**config.mk**
```make
export PLATFORM = sky130hd
export DESIGN_NAME = flash_sequencer
export DESIGN_NICKNAME = d
export VERILOG_FILES = /design/src/rtl/flash_sequencer.sv
export SDC_FILE = /design/constraint.sdc
export NUM_CORES = 1
export LEC_CHECK = 0
export CAP_MARGIN = 20
export CORE_ASPECT_RATIO = 0.75
export CORE_MARGIN = 8
export CORE_UTILIZATION = 54
export CTS_BUF_LIST = sky130_fd_sc_hd__clkbuf_8
export CTS_CLUSTER_DIAMETER = 60
export DETAILED_ROUTE_END_ITERATION = 8
export DONT_BUFFER_PORTS = 1
export PLACE_DENSITY_LB_ADDON = 0.3
export SLEW_MARGIN = 20
export SYNTH_ARGS = -nofsm -noshare
export SYNTH_HDL_FRONTEND = slang
export SYNTH_SLANG_ARGS = --single-unit
```
**constraint.sdc**
```tcl
create_clock -name clk -period 2.9 [get_ports clk]
set_input_delay 0.29 -clock clk [delete_from_list [all_inputs] [get_ports clk]]
set_output_delay 0.29 -clock clk [all_outputs]
set_load 0.05 [all_outputs]
```
**src/rtl/flash_sequencer.sv**
```systemverilog
// Blink-pattern sequencer for the wildfire-cube sprite: counts flash-counter ticks
// through NUM_FLASHES ON/OFF phase pairs and reports busy/done to the game controller.
module flash_sequencer #(
  parameter int PHASE_TICKS = 4,
  parameter int NUM_FLASHES = 3,
  parameter int CNT_W       = 8
) (
  input  logic             clk,
  input  logic             reset,
  input  logic             tick,
  input  logic             start,
  input  logic             stop,
  output logic             flash,
  output logic             busy,
  output logic             done,
  output logic [CNT_W-1:0] flashes_left
);

  typedef enum logic [1:0] {
    S_IDLE = 2'd0,
    S_ON   = 2'd1,
    S_OFF  = 2'd2,
    S_DONE = 2'd3
  } state_t;

  localparam logic [CNT_W-1:0] LP_LAST_PHASE = CNT_W'(PHASE_TICKS - 1);
  localparam logic [CNT_W-1:0] LP_NUM        = CNT_W'(NUM_FLASHES);
  localparam logic [CNT_W-1:0] LP_ONE        = CNT_W'(1);

  state_t           r_state;
  state_t           w_state_nxt;
  logic [CNT_W-1:0] r_phase_cnt;
  logic [CNT_W-1:0] w_phase_nxt;
  logic [CNT_W-1:0] r_flashes_left;
  logic [CNT_W-1:0] w_flashes_nxt;
  logic             r_flash;
  logic             r_busy;
  logic             r_done;
  logic             w_flash_nxt;
  logic             w_busy_nxt;
  logic             w_done_nxt;
  logic             w_tick_last;

  assign w_tick_last = tick && (r_phase_cnt == LP_LAST_PHASE);

  always_ff @(posedge clk or negedge reset) begin
    if (!reset) begin
      r_state        <= S_IDLE;
      r_phase_cnt    <= '0;
      r_flashes_left <= '0;
      r_flash        <= 1'b0;
      r_busy         <= 1'b0;
      r_done         <= 1'b0;
    end else begin
      r_state        <= w_state_nxt;
      r_phase_cnt    <= w_phase_nxt;
      r_flashes_left <= w_flashes_nxt;
      r_flash        <= w_flash_nxt;
      r_busy         <= w_busy_nxt;
      r_done         <= w_done_nxt;
    end
  end

  // stop overrides every other input in every state
  always_comb begin
    w_state_nxt = r_state;
    if (stop) begin
      w_state_nxt = S_IDLE;
    end else begin
      case (r_state)
        S_IDLE: if (start) w_state_nxt = S_ON;
        S_ON:   if (w_tick_last) w_state_nxt = S_OFF;
        S_OFF: begin
          if (w_tick_last) begin
            w_state_nxt = (r_flashes_left == LP_ONE) ? S_DONE : S_ON;
          end
        end
        S_DONE: w_state_nxt = S_IDLE;
        default: w_state_nxt = S_IDLE;
      endcase
    end
  end

  // Outputs are computed from the upcoming state so they can be registered
  // and still appear in the same cycle as the state they describe.
  always_comb begin
    w_flash_nxt   = (w_state_nxt == S_ON);
    w_busy_nxt    = (w_state_nxt == S_ON) || (w_state_nxt == S_OFF);
    w_done_nxt    = (w_state_nxt == S_DONE);
    w_phase_nxt   = r_phase_cnt;
    w_flashes_nxt = r_flashes_left;

    if (w_state_nxt != r_state) begin
      w_phase_nxt = '0;
    end else if (tick && ((r_state == S_ON) || (r_state == S_OFF))) begin
      w_phase_nxt = r_phase_cnt + LP_ONE;
    end

    if ((w_state_nxt == S_IDLE) || (w_state_nxt == S_DONE)) begin
      w_flashes_nxt = '0;
    end else if (r_state == S_IDLE) begin
      w_flashes_nxt = LP_NUM;
    end else if ((r_state == S_OFF) && (w_state_nxt == S_ON)) begin
      w_flashes_nxt = r_flashes_left - LP_ONE;
    end
  end

  assign flash        = r_flash;
  assign busy         = r_busy;
  assign done         = r_done;
  assign flashes_left = r_flashes_left;

endmodule
```
==> results.py, run 1 <==
metrics = {
    "timing": {
        "fin_hold_ws_ns": -0.0208,
        "clock_skew_ns": 0.00427,
        "setup_ws_ns": 0.135,
        "hold_viol_final": 21,
        "fmax_mhz": 362,
        "setup_tns_ns": 0,
        "period_share_pct": 95.3,
        "setup_viol": 0,
        "slew_headroom_pct": 67.4,
        "fin_crit_ns": 2.76,
        "worst_pin_slew_ns": 0.488,
        "report.final.slew_viol_count": 0,
    },
    "place": {
        "dp_slack_ns": 0.108,
        "placed_cells": 152,
        "portBuffers": 0,
        "gp_congestion": 0.843,
        "dpl.hpwl_mm": 1.92,
    },
    "setup_path": {
        "critPathKind": "flip-flop to flip-flop",
        "max_stage_delay_ns": 0.55,
        "rr_endpoint": "flashes_left[7]",
        "critPathLaunchType": "flip-flop",
        "crit_chain": "or4_4, o41ai_4, a2bb2oi_4, inv_2, ha_4, or2_1, o211ai_1, nor3_1, xnor2_1, nor2_1",
        "r2r-start": "flashes_left[5]",
        "path_max_fanout": 4,
        "critPathCaptureType": "flip-flop",
        "worst_path_max_delay_cell": "or4_4",
        "arrival_ns": 2.92,
        "ff2ff_setup_slack_ns": 0.14,
        "required_ns": 3.06,
        "r2r.worst_path.cells": 10,
    },
    "synth": {
        "synth_area_leaders": "dfrtp_1, ha_1, xor2_1",
        "synth-seq-cells": 21,
        "yosys_warnings": 0,
        "synth_ff_type": "dfrtp_1",
        "synth.largest_area_cell": "dfrtp_1",
        "seq_area_frac_synth_pct": 41.8,
        "netlist-cell-type-count": 32,
        "synthArstFlopShare_pct": 100,
        "synth_cells": 116,
        "synth-edff-count": 0,
        "netlist_area_um2": 1260,
        "synth_top_area_share_pct": 41.8,
        "yosysMostFrequentCell": "dfrtp_1",
        "netlist_top_cells_count": "dfrtp_1, nor2_1, xor2_1",
        "synth_fp_nets": 129,
        "synth_area_per_cell_um2": 10.8,
    },
    "floorplanning": {
        "dieArea_um2": 4140,
        "start_util_pct": 55.8,
        "rows": 15,
        "ios": 16,
        "die_w_um": 71.7,
        "core-area_um2": 2250,
        "die_y_um": 57.8,
    },
    "cts": {
        "insertion_delay_ns": 0.26,
        "cts_buffers": 3,
        "cts_tree": "yes",
        "clkTransAtPathRegs_ns": 0.08,
        "htree_levels": 1,
        "cts.sinks": 21,
        "clock_path_buffers": 2,
        "cts-root-buf": "clkbuf_8",
    },
    "cells_and_area": {
        "fin_cells": 158,
        "nets": 147,
        "layout-drive-gt1-share_pct": 30.1,
        "nFillCells": 186,
        "syn_to_final_growth_pct": 16.6,
        "antenna_cells": 0,
    },
    "power": {
        "max-vdd-ir-drop_uv": 254,
        "power.leakage_uw": 0.000681,
        "comb_power_share_pct": 20.7,
        "clkPwrFrac_pct": 29.0,
        "cellPowerDensity_nw_per_um2": 441,
        "finalPower_uw": 646,
        "power.internal_uw": 452,
        "p_sw_uw": 194,
        "sw_frac_of_total_pct": 30.1,
        "seqPwrFrac_pct": 50.3,
    },
    "status": {
        "violations": "negative hold slack",
        "status": "finished with violations",
    },
    "routing": {
        "detail-route-antenna-nets": 0,
        "route.vias.total": 911,
        "routed_via_density": 5.77,
        "drt_iter0_markers": 44,
        "first_pass_iters": 5,
        "detail_route.wl_per_cell_um": 16.0,
        "drc": 0,
        "drt_wl_total_mm": 2.53,
    },
    "global_route": {
        "grt_pass1_vias": 865,
        "grt_first_pass_wirelength_mm": 4.02,
        "grt_usage_pct": 12.3,
        "antenna_found_initial": 0,
        "grt_start_max_net_pins": 22,
        "grt-ovfl-total": 0,
    },
    "hold_path": {
        "hold_path.class": "input port to async pin",
    },
    "run": {
        "drv_cap": 0,
    },
}
-- stage by stage --
step                      util, %  area [um^2]
after global placement       61.9         1400
after detailed placement     61.9         1400
final                        65.1         1470
after CTS                    64.4         1450
after floorplan                 -         1270
after global routing         65.1         1470
-- worst max-delay path by stage --
| stage | startpoint | slack (ns) | cells after the start | endpoint |
|---|---|---|---|---|
| after floorplan | flashes_left[5] | -0.03 | 11 | flashes_left[7] |
| after global placement | flashes_left[5] | 0.14 | 10 | flashes_left[7] |
| after detailed placement | flashes_left[5] | 0.11 | 10 | flashes_left[7] |
| after CTS | flashes_left[5] | 0.1 | 10 | flashes_left[7] |
| after global routing | r_phase_cnt[1] | -0.02 | 12 | flashes_left[7] |
| final | flashes_left[5] | 0.14 | 10 | flashes_left[7] |
-- layout by cell type (no fill, tap or decap), types with 2 or more instances in the layout --
cell / synthesis / layout
nand4_1: 4 / 4
nand2_1: 9 / 9
nor3_1: 3 / 2
a211oi_1: 3 / 3
dfrtp_2: 0 / 3
nand3_1: 2 / 2
ha_1: 8 / 7
nor3_2: 8 / 9
buf_4: 0 / 14
clkbuf_8: 0 / 3
dfrtp_1: 21 / 18
xor2_1: 11 / 11
nor2_1: 15 / 15
inv_1: 7 / 7
xnor2_1: 3 / 3
-- power by group through the flow --
stage | registers [uW] | logic, uW | clock network, uW
after CTS | 326 | 130 | 195
after detailed placement | 332 | 122 | 0
after floorplan | 346 | 75.6 | 0
after global routing | 326 | 145 | 206
after global placement | 331 | 119 | 0
final | 325 | 134 | 187
-- layer usage --
layer | track usage [%] | up-vias | part of all wire (%)
met4 | 2.61 | 0 | 0.99
li1 | - | 439 | -
met3 | 5.16 | 4 | 6.9
met1 | 15.7 | 449 | 46
met2 | 18.7 | 19 | 46
met5 | 0 | - | 0
-- sequential cells by signal (all words and copies together) (netlist names) --
register / cells
r_state: 2
flashes_left: 8
done: 1
r_phase_cnt: 8
busy: 1
flash: 1
-- kinds of logic (layout without fill, tap and decap cells) --
logic type	after synthesis	after routing	synth area share [%]
AND/OR/NAND/NOR	51	51	24.6
flip-flops	21	21	41.8
XOR/XNOR	15	15	11.9
AO/OA/AOI/OAI	11	11	10.2
buffers and inverters	9	26	2.69
adder cells (fa/ha/maj)	8	8	7.96
multiplexers	1	1	0.796
-- critical path, delay by kind of cell (launching register included) --
kind,cells,cell delay [ns]
AND/OR/NAND/NOR,4,0.94
AO/OA/AOI/OAI,3,0.88
flip-flops,1,0.40
adder cells (fa/ha/maj),1,0.23
XOR/XNOR,1,0.13
buffers and inverters,1,0.08
-- cell type report --
cell class / count / area (um^2) / share of cell area [%]
Sequential cell: 21 / 529 / 36.1
Inverter: 7 / 26.3 / 1.79
Clock buffer: 3 / 41.3 / 2.82
Timing Repair Buffer: 15 / 110 / 7.51
Multi-Input combinational cell: 86 / 724 / 49.4
Clock inverter: 1 / 3.75 / 0.256
Tap cell: 25 / 31.3 / 2.13
-- timing repair --
item	CTS	global route
buffers inserted	0	1
resized for setup	0	2
hold buffers	1	0
setup endpoints to repair	0	2
endpoints found under the hold margin	21	0
Note: power is estimated with default switching activity, not from simulation.
==> run 2: changes to the inputs <==
Settings changed: ABC_CLOCK_PERIOD_IN_PS from default to 2900, CORE_UTILIZATION 54 to 40, CTS_CLUSTER_SIZE from default to 10.
==> results.py, run 2 (synthesized netlist as in run 1, its figures left out) <==
metrics = {
    "routing": {
        "detail-route-antenna-nets": 0,
        "routed_via_density": 5.15,
        "detail_route.wl_per_cell_um": 14.7,
        "route.vias.total": 891,
        "drc": 0,
        "drt_wl_total_mm": 2.54,
        "drt_iter0_markers": 36,
        "first_pass_iters": 4,
    },
    "floorplanning": {
        "core-area_um2": 2980,
        "die_y_um": 64.6,
        "ios": 16,
        "dieArea_um2": 5210,
        "rows": 17,
        "die_w_um": 80.7,
        "start_util_pct": 42.2,
    },
    "place": {
        "dp_slack_ns": 0.139,
        "placed_cells": 166,
        "gp_congestion": 0.871,
        "dpl.hpwl_mm": 1.95,
        "portBuffers": 0,
    },
    "setup_path": {
        "critPathCaptureType": "flip-flop",
        "critPathKind": "flip-flop to flip-flop",
        "arrival_ns": 2.84,
        "required_ns": 3.05,
        "r2r-start": "flashes_left[5]",
        "rr_endpoint": "flashes_left[7]",
        "r2r.worst_path.cells": 10,
        "ff2ff_setup_slack_ns": 0.21,
        "path_max_fanout": 4,
        "critPathLaunchType": "flip-flop",
    },
    "power": {
        "finalPower_uw": 643,
        "max-vdd-ir-drop_uv": 303,
        "power.leakage_uw": 0.000688,
        "cellPowerDensity_nw_per_um2": 425,
    },
    "timing": {
        "setup_tns_ns": 0,
        "fin_crit_ns": 2.69,
        "fin_hold_ws_ns": -0.0159,
        "slew_headroom_pct": 66.7,
        "period_share_pct": 92.7,
        "clock_skew_ns": 0.00346,
        "rsz0062_at_grt": "no",
        "setup_viol": 0,
        "report.final.slew_viol_count": 0,
        "setup_ws_ns": 0.211,
        "worst_pin_slew_ns": 0.499,
        "hold_viol_final": 21,
        "fmax_mhz": 372,
    },
    "cells_and_area": {
        "layout-drive-gt1-share_pct": 34.1,
        "antenna_cells": 0,
        "syn_to_final_growth_pct": 20.1,
        "final_cell_mix": "dfrtp_1, buf_4, nor2_1",
        "final_common_cell": "dfrtp_1",
        "nets": 149,
        "fin_cells": 173,
    },
    "cts": {
        "cts_tree": "yes",
        "clkTransAtPathRegs_ns": 0.07,
        "cts.sinks": 21,
        "cts_buffers": 3,
        "insertion_delay_ns": 0.26,
        "cts-root-buf": "clkbuf_8",
        "htree_levels": 1,
        "clock_path_buffers": 2,
    },
    "hold_path": {
        "hold_path.class": "input port to async pin",
    },
    "global_route": {
        "antenna_found_initial": 0,
        "grt_start_max_net_pins": 22,
        "grt_usage_pct": 10.5,
        "grt_pass1_vias": 920,
        "grt_first_pass_wirelength_mm": 4.26,
        "grt-ovfl-total": 0,
    },
    "run": {
        "drv_cap": 0,
    },
    "status": {
        "status": "finished with violations",
        "violations": "negative hold slack",
    },
}
[run 2: final cells by class]
cell class,instances,area [um^2]
Fill cell,288,1470
Multi-Input combinational cell,86,737
Sequential cell,21,529
Timing Repair Buffer,17,125
Tap cell,38,47.5
Clock buffer,3,41.3
Inverter,7,26.3
Clock inverter,1,3.75
[run 2: where the power goes]
group | switching (uW) | total [uW] | leakage [uW] | internal (uW)
combinational | 80.3 | 134 | 0.000378 | 53.7
clock | 89.8 | 184 | 0.0000269 | 94.2
sequential | 20.0 | 325 | 0.000283 | 305
[run 2: critical path: stages, from the launching register on]
cell and delay [ns]:
dfrtp_2 0.40, or4_4 0.55, o41ai_4 0.34, a2bb2oi_4 0.21, inv_2 0.06, ha_4 0.22
or2_1 0.24, o211ai_1 0.27, nor3_1 0.10, xnor2_1 0.14, nor2_1 0.05
[run 2: how the worst max path moves through the flow]
stage | start | cells past startpoint | slack [ns] | to
2_1_floorplan | flashes_left[5] | 11 | -0.03 | flashes_left[7]
3_3_place_gp | r_phase_cnt[0] | 12 | 0.23 | flashes_left[7]
3_5_place_dp | r_phase_cnt[0] | 12 | 0.14 | flashes_left[6]
4_1_cts | r_phase_cnt[0] | 12 | 0.11 | flashes_left[6]
5_1_grt | flashes_left[5] | 10 | 0.05 | flashes_left[7]
6_report | flashes_left[5] | 10 | 0.21 | flashes_left[7]
[run 2: repair_timing]
action                     4_1_cts  5_1_grt
gates resized for setup          0        6
hold endpoints to repair        21        0
setup buffers                    0        2
hold buffers                     1        0
setup endpoints to repair        0        3
[run 2: per-layer routing]
| metal | up-vias | global-route usage (%) | wire [um] | part of all wire (%) |
|---|---|---|---|---|
| met2 | 26 | 15.1 | 1110 | 44 |
| met4 | 0 | 4.00 | 31 | 1.2 |
| li1 | 442 | - | - | - |
| met3 | 4 | 5.51 | 270 | 11 |
| met1 | 419 | 12.9 | 1130 | 44 |
| met5 | - | 0 | 0 | 0 |
[run 2: per-stage QoR]
step	util, %	hold slack, ns	cell area, um^2
5_1_grt	50.7	0.0173	1510
6_report	50.7	-0.0159	1510
2_1_floorplan	-	-0.00559	1270
3_5_place_dp	47.6	-0.00476	1420
3_3_place_gp	47.6	-0.00483	1420
4_1_cts	49.5	0.240	1470
